File: config.mk
export PLATFORM = sky130hd
export DESIGN_NAME = zjh_counter_mod_n_flat
export DESIGN_NICKNAME = d
export VERILOG_FILES = /design/src/rtl/zjh_counter_mod_n_if.sv /design/src/rtl/zjh_counter_mod_n.sv /design/src/flat_wrapper.sv
export SDC_FILE = /design/constraint.sdc
export NUM_CORES = 1
export LEC_CHECK = 0
export ABC_AREA = 1
export CAP_MARGIN = 20
export CORE_AREA = 2 2 39 41
export DETAILED_ROUTE_END_ITERATION = 10
export DIE_AREA = 0 0 41 43
export SYNTH_ARGS = -nofsm -noshare
export SYNTH_HDL_FRONTEND = slang
export SYNTH_SLANG_ARGS = --single-unit
File: constraint.sdc
create_clock -name Clk -period 2.65 [get_ports Clk]
set_clock_uncertainty 0.2 [all_clocks]
set_input_delay 0.6625 -clock Clk [delete_from_list [all_inputs] [get_ports Clk]]
set_output_delay 0.6625 -clock Clk [all_outputs]
set_load 0.01 [all_outputs]
File: src/rtl/zjh_counter_mod_n_if.sv
// Control/data bundle for zjh_counter_mod_n: loads, enables, mode pins and the count/terminal outputs.
// The master drives the controls and D; the counter (slave) returns Q and TC.
interface zjh_counter_mod_n_if #(
    parameter int WIDTH = 4
);
    logic             SR;
    logic             PE;
    logic             Cep;
    logic             Cet;
    logic             UD;
    logic             SAT;
    logic [WIDTH-1:0] D;
    logic [WIDTH-1:0] Q;
    logic             TC;

    modport master (
        output SR, PE, Cep, Cet, UD, SAT, D,
        input  Q, TC
    );

    modport slave (
        input  SR, PE, Cep, Cet, UD, SAT, D,
        output Q, TC
    );
endinterface

File: src/rtl/zjh_counter_mod_n.sv
// Synchronous modulo-N up/down counter with clear, clamped parallel load, saturate mode
// and a 74HC161-style Cep/Cet enable pair with a cascadable terminal-count output.
module zjh_counter_mod_n #(
    parameter int WIDTH   = 4,
    parameter int MODULUS = 16
) (
    input  logic                Clk,
    input  logic                MR,
    zjh_counter_mod_n_if.slave  bus
);

    generate
        if (WIDTH < 2 || WIDTH > 16) begin : g_bad_width
            $error("zjh_counter_mod_n: WIDTH must be in 2..16");
        end
        if (MODULUS < 2 || MODULUS > (1 << WIDTH)) begin : g_bad_modulus
            $error("zjh_counter_mod_n: MODULUS must be in 2..2**WIDTH");
        end
    endgenerate

    localparam logic [WIDTH-1:0] Q_MAX   = WIDTH'(MODULUS - 1);
    localparam logic [WIDTH:0]   MOD_EXT = (WIDTH + 1)'(MODULUS);

    typedef enum logic [1:0] {
        OP_HOLD,
        OP_CLEAR,
        OP_LOAD,
        OP_COUNT
    } op_e;

    logic [WIDTH-1:0] q;
    logic [WIDTH-1:0] q_next;
    logic [WIDTH-1:0] load_val;
    logic [WIDTH-1:0] count_val;
    logic             at_max;
    logic             at_zero;
    op_e              op;

    assign at_max  = (q == Q_MAX);
    assign at_zero = (q == '0);

    // Priority decode of the edge action: clear beats load beats count.
    always_comb begin
        // NOTE: every output of this block gets a default first, so no path can infer a latch.
        op = OP_HOLD;
        if (!bus.SR) begin
            op = OP_CLEAR;
        end else if (!bus.PE) begin
            op = OP_LOAD;
        end else if (bus.Cep && bus.Cet) begin
            op = OP_COUNT;
        end
    end

    // Out-of-range load data is clamped so Q never leaves 0..MODULUS-1.
    always_comb begin
        load_val = Q_MAX;
        if ({1'b0, bus.D} < MOD_EXT) begin
            load_val = bus.D;
        end
    end

    // q+1 is only taken below Q_MAX and q-1 only above zero, so neither can overflow WIDTH.
    always_comb begin
        count_val = q;
        if (bus.UD) begin
            if (!at_max) begin
                count_val = q + WIDTH'(1);
            end else if (!bus.SAT) begin
                count_val = '0;
            end
        end else begin
            if (!at_zero) begin
                count_val = q - WIDTH'(1);
            end else if (!bus.SAT) begin
                count_val = Q_MAX;
            end
        end
    end

    always_comb begin
        q_next = q;
        unique case (op)
            OP_CLEAR: q_next = '0;
            OP_LOAD:  q_next = load_val;
            OP_COUNT: q_next = count_val;
            default:  q_next = q;
        endcase
    end

    always_ff @(posedge Clk or negedge MR) begin
        // NOTE: state registers use non-blocking assignment so all flops update together at the edge.
        if (!MR) begin
            q <= '0;
        end else begin
            q <= q_next;
        end
    end

    assign bus.Q  = q;
    // TC ignores Cep and follows UD/Cet combinationally so it can drive the next stage's Cet.
    assign bus.TC = bus.Cet & (bus.UD ? at_max : at_zero);

endmodule

File: src/flat_wrapper.sv
// flat-port wrapper written by rule: the top's interface ports become plain ports
module zjh_counter_mod_n_flat 
#(
    parameter int WIDTH   = 4,
    parameter int MODULUS = 16
)
  (Clk, MR, bus_SR, bus_PE, bus_Cep, bus_Cet, bus_UD, bus_SAT, bus_D, bus_Q, bus_TC);
  zjh_counter_mod_n_if #(.WIDTH(WIDTH)) bus_i ();
  input  logic Clk;
  input  logic MR;
  input wire logic [$bits(bus_i.SR)-1:0] bus_SR;
  input wire logic [$bits(bus_i.PE)-1:0] bus_PE;
  input wire logic [$bits(bus_i.Cep)-1:0] bus_Cep;
  input wire logic [$bits(bus_i.Cet)-1:0] bus_Cet;
  input wire logic [$bits(bus_i.UD)-1:0] bus_UD;
  input wire logic [$bits(bus_i.SAT)-1:0] bus_SAT;
  input wire logic [$bits(bus_i.D)-1:0] bus_D;
  output wire logic [$bits(bus_i.Q)-1:0] bus_Q;
  output wire logic [$bits(bus_i.TC)-1:0] bus_TC;
  assign bus_i.SR = bus_SR;
  assign bus_i.PE = bus_PE;
  assign bus_i.Cep = bus_Cep;
  assign bus_i.Cet = bus_Cet;
  assign bus_i.UD = bus_UD;
  assign bus_i.SAT = bus_SAT;
  assign bus_i.D = bus_D;
  assign bus_Q = bus_i.Q;
  assign bus_TC = bus_i.TC;
  zjh_counter_mod_n #(.WIDTH(WIDTH), .MODULUS(MODULUS)) u_core (.Clk(Clk), .MR(MR), .bus(bus_i));
endmodule
==> results.tsv <==
stage	metric	value	unit
status	status	finished, final reports clean	
min_path	Hold WC Path Type	in2async	
critical_path	crit path cell chain	clkdlybuf4s50_1, nand4_1, a21boi_0, clkbuf_2	
synthesis	fraction of the yosys area taken by sequential cells	23.8	%
cts	Max Buffers Root-to-Sink	2	
drt	DR vias/cell	4.84	
cts	H-tree depth	1	
synthesis	Synth top area share	23.8	%
timing	RSZ-0062 raised after global routing	no	
global_route	initial antenna violation count	0	
synthesis	ys async rst share	100	%
layout	Antenna diodes	0	
critical_path	cell family with most CP delay	buffers and inverters	
critical_path	crit-path max cell delay	520	ps
global_route	first-pass GRT wire length	1.65	mm
critical_path	critical-path maximum fanout	3	
die	Die Y	43	um
critical_path	Critical Path RT	1790	ps
timing	Slew Limit Fails	0	
critical_path	Worst Setup SP	bus_UD	
drt	drc violations	0	
timing	final setup fails	0	
cts	Reg clk slew, reported paths	40	ps
global_route	vias in the first global route	435	
critical_path	CP bufs+invs	2	
die	Cell Rows	14	
drt	WL final	965	um
placed_design	post-place setup slack	-300	ps
global_route	pin count of the biggest net entering global routing	9	
layout	NumNets Final	101	
critical_path	Crit Path Category	in2out	
drt	initial DRC count	7	
critical_path	Arrival @ worst endpoint	1660	ps
synthesis	average cell area after synthesis	6.78	um2
global_route	Total GRT Usage	13.9	%
synthesis	synth top area cells	dfrtp_1 (24%), nand2_1 (21%), nand3_1 (8.3%)	
timing	Final period util	95.2	%
critical_path	Crit Reg-Reg Startpoint	u_core.bus.Q[0]	
die	die width	41	um
cts	cts bufs inserted	3	
drt	wire per inst	9.55	um
layout	area delta synth->final	53.3	%
placed_design	PortBufs	16	
cts	CTS resizes	2	
timing	Hold WS	416	ps
timing	setup TNS	0	ps
layout	share of cells above drive strength 1	21.2	%
drt	vias after detailed routing	489	
die	CORE AREA	1380	um2
critical_path	Worst Setup End Kind	output pin	
cts	Post-CTS Hold Buffers	0	
run	max-cap viol count	0	
synthesis	Seq cells post-synth	4	
critical_path	Startpoint Class	primary input	
global_route	remaining global-route overflow	0	
cts	postcts setup bufs	0	
synthesis	Synth top cells by count	nand2_1 (24), nand3_1 (7), dfrtp_1 (4), inv_1 (4), inv_2 (3)	
die	die area	1760	um2
synthesis	synthesized cell area	420	um2
synthesis	Synth cell types	19	
cts	clk sink count	4	
timing	worst slew pin tran	250	ps
layout	Finished Layout Cells	101	
synthesis	syn nets	76	
timing	Max Fclk	396	MHz
timing	Tmin final	2520	ps
placed_design	dpl hpwl	793	um
layout	storage element area	100	um2
timing	Hold Fails Final Rpt	0	
synthesis	Top FF cell, synth	dfrtp_1	
synthesis	count leader, synth	nand2_1	
power	peak supply drop	0.183	mV
drt	post-route ant nets	0	
layout	Largest register FFs	4	
power	Power Density	384	nW/um2
power	final total power	0.247	mW
drt	DR pass1 iterations	4	
layout	filler cell count in the final layout	154	
synthesis	synth warn	0	
die	initial core utilization	30.4	%
cts	CTS tree	done	
synthesis	Cells after Synth	62	
power	P_leak	0.308	nW
placed_design	Placed Cells incl. Taps	98	
die	# IOs	17	
cts	Clock Latency Late Sink	240	ps
layout	area of the multi-input gates	283	um2
critical_path	slowest cell on the critical path	clkdlybuf4s50_1	
synthesis	number of synthesized flops with an enable pin	0	
timing	Max-slew headroom	83.3	%
timing	final worst slack	126	ps
synthesis	cell taking the most area after synthesis	dfrtp_1	
cts	CTS Root Cell	clkbuf_4	
placed_design	Final GP Congestion	0.825	
==> worst register-to-register path, stage by stage, from the launching register on <==
cell,delay (ps)
dfrtp_1,430
inv_1,160
ha_1,210
nand3_2,80
buf_4,140
nand2_1,60
nand3_2,90
nand2_4,100
inv_2,50
nand2_1,60
o21ai_2,50
==> where the power goes <==
group / switching, mW / internal, mW / total, mW
clock network: 0.0280 / 0.0509 / 0.0789
logic: 0.0429 / 0.0499 / 0.0927
registers: 0.00919 / 0.0666 / 0.0758
total: 0.0801 / 0.167 / 0.247
==> layout by cell type (no fill, tap or decap), types with 3 or more instances in the layout <==
cell and n:
nand2_1 24, clkdlybuf4s50_1 15, nand3_1 7, buf_4 5, inv_1 4, dfrtp_1 4, inv_2 3, clkbuf_4 3
==> stage by stage <==
stage                     instance area (um2)  utilization, %
final                                     644            46.6
after detailed placement                  627            45.3
after global placement                    627            45.3
after global routing                      644            46.6
after CTS                                 649            46.9
after floorplan                           420               -
==> area by class of cell <==
class	instances	area share [%]
clock buffers	3	3.50
well taps	16	3.11
repair buffers	21	29.9
multi-input cells	50	43.9
inverters	7	4.08
flip-flops and latches	4	15.5
==> worst paths after layout <==
path                       slack [ps]  depth (start not counted)              end
setup / recovery                  130                          4           bus_TC
hold / removal                    420                          1  u_core.bus.Q[3]
setup reg to reg                  880                         10  u_core.bus.Q[0]
hold reg to reg                   430                          2  u_core.bus.Q[1]
max in group asynchronous        1670                          1  u_core.bus.Q[1]
min in group Clk                  430                          2  u_core.bus.Q[1]
==> cell families after synthesis <==
logic type / after synthesis / synth area share [%]
buffers and inverters: 8 / 8.93
AOI/OAI and AO/OA: 6 / 9.82
and+or+nand+nor: 40 / 47.3
xor gates and xnor gates: 2 / 4.17
adders and majority gates: 2 / 5.95
DFF: 4 / 23.8
==> per-layer routing <==
layer  GRT usage (%)  up-vias  wire [um]
li1                -      248          -
met1            18.4      219        418
met2            20.0       17        463
met3            1.57        5         47
met4            10.0        0         35
met5               0        -          0
Power figures use the tool's default switching activity.
